## src/rtl/pe_sequencer.sv

```systemverilog
// Frame-pass controller for an array of background-removal PEs: sum phase, reduction
// to the expected background colour, then background-replace phase, with wait timeouts.
//
// state     | meaning
// ----------+--------------------------------------------------
// IDLE      | waiting for Go after reset
// SUM_START | Start_Sum pulse, clear accumulators and wait counter
// SUM_WAIT  | waiting for every PE sum-done flag (or timeout)
// SUM_ACK   | Ack pulse, PE index reset
// ACCUM     | add one PE's r/g/b sums per cycle
// DIVIDE    | expected colour = total >> LOG2_PIX, saturated
// BG_START  | Start_BgRemoval pulse, clear wait counter
// BG_WAIT   | waiting for every PE bg-done flag (or timeout)
// BG_ACK    | Ack pulse
// DONE      | pass complete, hold until Go
// ERROR     | a wait timed out, hold until Go
module pe_sequencer #(
    parameter int NUM_PE   = 4,
    parameter int SUM_W    = 16,
    parameter int LOG2_PIX = 4,
    parameter int TIMEOUT  = 1024
) (
    input  logic                    Clk,
    input  logic                    Reset,
    input  logic                    Go,
    input  logic                    Use_Fixed_Exp,
    input  logic [7:0]              fixed_r,
    input  logic [7:0]              fixed_g,
    input  logic [7:0]              fixed_b,
    input  logic [NUM_PE-1:0]       Qsd_all,
    input  logic [NUM_PE-1:0]       Qbgd_all,
    input  logic [NUM_PE*SUM_W-1:0] sum_r_in,
    input  logic [NUM_PE*SUM_W-1:0] sum_g_in,
    input  logic [NUM_PE*SUM_W-1:0] sum_b_in,
    output logic                    Start_Sum,
    output logic                    Start_BgRemoval,
    output logic                    Ack,
    output logic [7:0]              red_exp,
    output logic [7:0]              green_exp,
    output logic [7:0]              blue_exp,
    output logic                    Busy,
    output logic                    Done,
    output logic                    Error,
    output logic [10:0]             State
);

    localparam int ACC_W = SUM_W + 8;
    localparam int IDX_W = (NUM_PE > 1) ? $clog2(NUM_PE) : 1;
    localparam int CNT_W = (TIMEOUT > 1) ? $clog2(TIMEOUT) : 1;
    localparam logic [CNT_W-1:0] CNT_MAX  = CNT_W'(TIMEOUT - 1);
    localparam logic [IDX_W-1:0] IDX_LAST = IDX_W'(NUM_PE - 1);

    // One-hot encoding so each state bit doubles as a registered output.
    typedef enum logic [10:0] {
        S_IDLE      = 11'b000_0000_0001,
        S_SUM_START = 11'b000_0000_0010,
        S_SUM_WAIT  = 11'b000_0000_0100,
        S_SUM_ACK   = 11'b000_0000_1000,
        S_ACCUM     = 11'b000_0001_0000,
        S_DIVIDE    = 11'b000_0010_0000,
        S_BG_START  = 11'b000_0100_0000,
        S_BG_WAIT   = 11'b000_1000_0000,
        S_BG_ACK    = 11'b001_0000_0000,
        S_DONE      = 11'b010_0000_0000,
        S_ERROR     = 11'b100_0000_0000
    } state_t;

    state_t             state_q, state_d;
    logic [CNT_W-1:0]   cnt_q, cnt_d;
    logic [IDX_W-1:0]   idx_q, idx_d;
    logic [ACC_W-1:0]   acc_r_q, acc_r_d, acc_g_q, acc_g_d, acc_b_q, acc_b_d;
    logic [7:0]         red_q, red_d, green_q, green_d, blue_q, blue_d;
    logic               busy_q, busy_d, ack_q, ack_d;

    function automatic logic [7:0] div_sat(input logic [ACC_W-1:0] acc);
        logic [ACC_W-1:0] shifted;
        shifted = acc >> LOG2_PIX;
        return (|shifted[ACC_W-1:8]) ? 8'hFF : shifted[7:0];
    endfunction

    always_comb begin
        state_d = state_q;
        cnt_d   = cnt_q;
        idx_d   = idx_q;
        acc_r_d = acc_r_q;
        acc_g_d = acc_g_q;
        acc_b_d = acc_b_q;
        red_d   = red_q;
        green_d = green_q;
        blue_d  = blue_q;
        unique case (state_q)
            S_IDLE, S_DONE, S_ERROR: begin
                if (Go) begin
                    if (Use_Fixed_Exp) begin
                        state_d = S_BG_START;
                        red_d   = fixed_r;
                        green_d = fixed_g;
                        blue_d  = fixed_b;
                    end else begin
                        state_d = S_SUM_START;
                    end
                end
            end
            S_SUM_START: begin
                acc_r_d = '0;
                acc_g_d = '0;
                acc_b_d = '0;
                cnt_d   = '0;
                state_d = S_SUM_WAIT;
            end
            // All-done takes priority over the timeout on the same cycle.
            S_SUM_WAIT: begin
                if (&Qsd_all)            state_d = S_SUM_ACK;
                else if (cnt_q == CNT_MAX) state_d = S_ERROR;
                else                     cnt_d = cnt_q + 1'b1;
            end
            S_SUM_ACK: begin
                idx_d   = '0;
                state_d = S_ACCUM;
            end
            S_ACCUM: begin
                acc_r_d = acc_r_q + ACC_W'(sum_r_in[int'(idx_q)*SUM_W +: SUM_W]);
                acc_g_d = acc_g_q + ACC_W'(sum_g_in[int'(idx_q)*SUM_W +: SUM_W]);
                acc_b_d = acc_b_q + ACC_W'(sum_b_in[int'(idx_q)*SUM_W +: SUM_W]);
                if (idx_q == IDX_LAST) state_d = S_DIVIDE;
                else                   idx_d = idx_q + 1'b1;
            end
            S_DIVIDE: begin
                red_d   = div_sat(acc_r_q);
                green_d = div_sat(acc_g_q);
                blue_d  = div_sat(acc_b_q);
                state_d = S_BG_START;
            end
            S_BG_START: begin
                cnt_d   = '0;
                state_d = S_BG_WAIT;
            end
            S_BG_WAIT: begin
                if (&Qbgd_all)           state_d = S_BG_ACK;
                else if (cnt_q == CNT_MAX) state_d = S_ERROR;
                else                     cnt_d = cnt_q + 1'b1;
            end
            S_BG_ACK: state_d = S_DONE;
            default:  state_d = S_IDLE;
        endcase
        busy_d = !(state_d inside {S_IDLE, S_DONE, S_ERROR});
        ack_d  = (state_d == S_SUM_ACK) || (state_d == S_BG_ACK);
    end

    always_ff @(posedge Clk or negedge Reset) begin
        if (!Reset) begin
            state_q <= S_IDLE;
            cnt_q   <= '0;
            idx_q   <= '0;
            acc_r_q <= '0;
            acc_g_q <= '0;
            acc_b_q <= '0;
            red_q   <= '0;
            green_q <= '0;
            blue_q  <= '0;
            busy_q  <= 1'b0;
            ack_q   <= 1'b0;
        end else begin
            state_q <= state_d;
            cnt_q   <= cnt_d;
            idx_q   <= idx_d;
            acc_r_q <= acc_r_d;
            acc_g_q <= acc_g_d;
            acc_b_q <= acc_b_d;
            red_q   <= red_d;
            green_q <= green_d;
            blue_q  <= blue_d;
            busy_q  <= busy_d;
            ack_q   <= ack_d;
        end
    end

    assign State           = state_q;
    assign Start_Sum       = state_q[1];
    assign Start_BgRemoval = state_q[6];
    assign Done            = state_q[9];
    assign Error           = state_q[10];
    assign Ack             = ack_q;
    assign Busy            = busy_q;
    assign red_exp         = red_q;
    assign green_exp       = green_q;
    assign blue_exp        = blue_q;

endmodule

```

## config.mk

```make
export PLATFORM = sky130hd
export DESIGN_NAME = pe_sequencer
export DESIGN_NICKNAME = d
export VERILOG_FILES = /design/src/rtl/pe_sequencer.sv
export SDC_FILE = /design/constraint.sdc
export NUM_CORES = 1
export LEC_CHECK = 0
export BUFFER_PORTS_ARGS = -buffer_cell sky130_fd_sc_hd__buf_2
export CORE_UTILIZATION = 42
export CTS_CLUSTER_DIAMETER = 60
export DETAILED_ROUTE_END_ITERATION = 10
export PLACE_DENSITY = 0.76
export SETUP_SLACK_MARGIN = 0.1
export SYNTH_ARGS = -nofsm -noshare
export SYNTH_HDL_FRONTEND = slang
export SYNTH_SLANG_ARGS = --single-unit
```

## constraint.sdc

```tcl
create_clock -name Clk -period 9.39 [get_ports Clk]
set_input_delay 0.4695 -clock Clk [delete_from_list [all_inputs] [get_ports Clk]]
set_output_delay 0.4695 -clock Clk [all_outputs]
set_load 0.02 [all_outputs]
```

==> results.txt <==
Tmin final = 4.11 ns
hold buffers post-CTS = 0
Routed Antenna Nets = 0
Longest Clk Path Bufs = 2
syn nets = 1190
Layout Utilization = 53.7%
CP Capture Point = acc_b_q[22]
post-synth cell types = 73
die footprint = 21400 um^2
Synth Instances = 909
final net count = 1440
Setup crit start = idx_q[0]
Clock Skew = 0.0120 ns
Worst path top cell family by delay = compound AO/OA/AOI/OAI gates
Worst R2R Setup Slack = 5.28 ns
GP Congestion = 0.863
initial antenna violation count = 0
CTS tree = yes
worst-path maximum fanout = 36
largest family of logic cells by synthesized area = compound AO/OA/AOI/OAI gates
post-CTS setup buffers = 0
Critical-path top delay cell = dfrtp_4
crit end category = register
CP required = 9.73 ns
slowest stage delay, CP = 0.62 ns
Compound-Gate Fraction of Synth Area = 19.8%
CTS resizes = 0
H-tree levels = 4
WP depth = 10
max cap viols = 0
worst path cell trace = buf_4 -> mux4_2 -> ha_1 -> fa_1 -> a211oi_1 -> o21ai_0 -> a31o_2 -> a31oi_1 -> nand3b_1 -> mux2i_1
post-synthesis mux area share = 14.0%
HP Class = in2async
largest net degree at the start of global routing = 74
Worst Slack Setup Final = 5.28 ns
CP bufs+invs = 1
post-placement setup slack = 5.24 ns
top cell type by total area after synthesis = dfrtp_1
Die Span X = 146 um
area grow syn2layout = 24.7%
layout cells sized above 1 = 32.0%
Iter 0 DRT Violations = 435
final setup fails = 0
Final Cycle Share = 43.8%
Setup crit start kind = register
Syn. warnings = 0
fill count = 1831
post-DR wirelength/cell = 16.2 um
final instance area = 10900 um^2
Root Buffer = clkbuf_16
Worst slew margin = 23.7%
fin. max-slew vios = 0
FFs w/ async S/R, synth = 100%
I/O pins = 269
Overall Global Routing Usage = 22.7%
Die Y = 146 um
slew of the pin with the lowest slew margin = 1.14 ns
Avg Cell Area, Syn = 9.62 um^2
vias in the first global route = 7908
final hold viol count = 0
f_max = 243 MHz
First-pass DRT Iterations = 5
total CTS buffers = 17
synthesized cell area = 8740 um^2
Synth Area in Adders = 7.84%
IO buf count = 268
register clock-pin slew on the reported worst setup and hold paths = 0.06 ns
WHS = 0.0532 ns
RR Startpoint = idx_q[0]
first-pass GRT wire length = 38500 um
Yosys top cell area share = 34.4%
vias per inst = 5.67
Area after DPL = 10300 um^2
prevailing post-synth register cell = dfrtp_1
outcome = finished clean
XOR/XNOR share of the synthesized area = 4.31%
CTS Sinks = 121
cell row count = 52
wirelength, routed = 23500 um
initial core utilization = 43.1%
VDD IR-drop max = 0.135 mV
Skew-Pair Late Insertion Delay = 0.43 ns
leakage = 5.16 nW
r2r endpoint = acc_b_q[22]
post-synthesis sequential area ratio = 34.7%
Vias = 8184
crit path kind = reg2reg
DPL Wire Length = 17700 um
P per Cell Area = 254 nW/um^2
number of flops mapped to enable cells by yosys = 0
Worst R2R Path Depth = 10
total grt overflow = 0
top cells by area, synth = dfrtp_1, mux4_2, ha_1
setup TNS = 0 ns
arrival time worst endpoint = 4.45 ns
simple-gate portion of the synthesized area = 16.6%
Core Area = 20300 um^2
RSZ-0062 raised after global routing = false
DRC Markers = 0
Synth Register Bits = 121
## cells by family (layout without fill, tap and decap cells)
| logic type | Yosys count | after routing |
|---|---|---|
| flops | 121 | 121 |
| xor+xnor | 43 | 43 |
| fa+ha+maj | 53 | 53 |
| buf+inv | 54 | 317 |
| compound gates | 275 | 275 |
| mux | 62 | 62 |
| other cells | 0 | 2 |
| simple gates | 301 | 301 |
## report_power, final
group	internal [mW]	switching, mW	total [mW]
registers	0.691	0.149	0.840
logic	0.507	0.739	1.25
clock network	0.425	0.257	0.682
total	1.62	1.14	2.77
## Yosys cell counts, drive strengths merged (15+ instances only)
master and number:
o211ai 15, nand3 18, a21oi 30, nor4 15
dfrtp 120, nand2 135, ha 50, buf 23
nor2 59, o21ai 123, clkbuf 20, a21o 16
xor2 31, a211oi 15, nor3 17, mux4 48
## worst min-delay path by stage
stage	to	slack, ns
after floorplan	Ack	0.17
after global placement	blue_exp[5]	0.46
after detailed placement	blue_exp[5]	0.46
after CTS	Ack	0.08
after global routing	Ack	0.11
final	Ack	0.05
## metal layers
metal	wire length, um	global-route usage (%)	vias up
met5	0	0	-
met4	503	8.23	0
met3	1400	3.72	35
met2	11700	40.0	319
met1	9870	27.8	3898
li1	-	-	3932
## metrics by stage
step / power [mW] / instances
after global placement: 2.05 / 1410
after floorplan: 1.73 / 909
after detailed placement: 2.08 / 1410
after CTS: 2.78 / 1442
after global routing: 2.98 / 1442
final: 2.77 / 1444
## state kept, by name (all words and copies together), names as in the netlist
| name | cells |
|---|---|
| Busy | 1 |
| blue_exp | 8 |
| cnt_q | 10 |
| State | 11 |
| red_exp | 8 |
| acc_r_q | 24 |
| Ack | 1 |
| acc_b_q | 24 |
| acc_g_q | 24 |
| green_exp | 8 |
| idx_q | 2 |
## layout make-up
cell class	instances	area, um^2	share of cell area, %
clock buffers	18	439	4.03
diodes	2	5.00	0.0459
multi-input cells	734	5490	50.3
repair buffers	274	1390	12.7
well taps	270	338	3.10
flip-flops and latches	121	3030	27.8
inverters	11	41.3	0.379
clock inverters	14	169	1.55
## layout by cell type, fill, tap and decap left out, drive strengths merged, types with 7 or more instances in the layout
cell type,n
nor4,15
and3,9
xnor2,12
a31oi,8
o31ai,13
or3,7
a21o,16
nor3,17
ha,50
a211oi,15
o21a,12
xor2,31
clkbuf,18
a21oi,30
buf,274
inv,14
nor2,59
o21ai,123
nand4,13
nand3,18
mux2i,13
o211ai,15
nand2,135
dfrtp,120
a22o,8
mux4,48
o21bai,7
(Power assumes the default switching activity.)
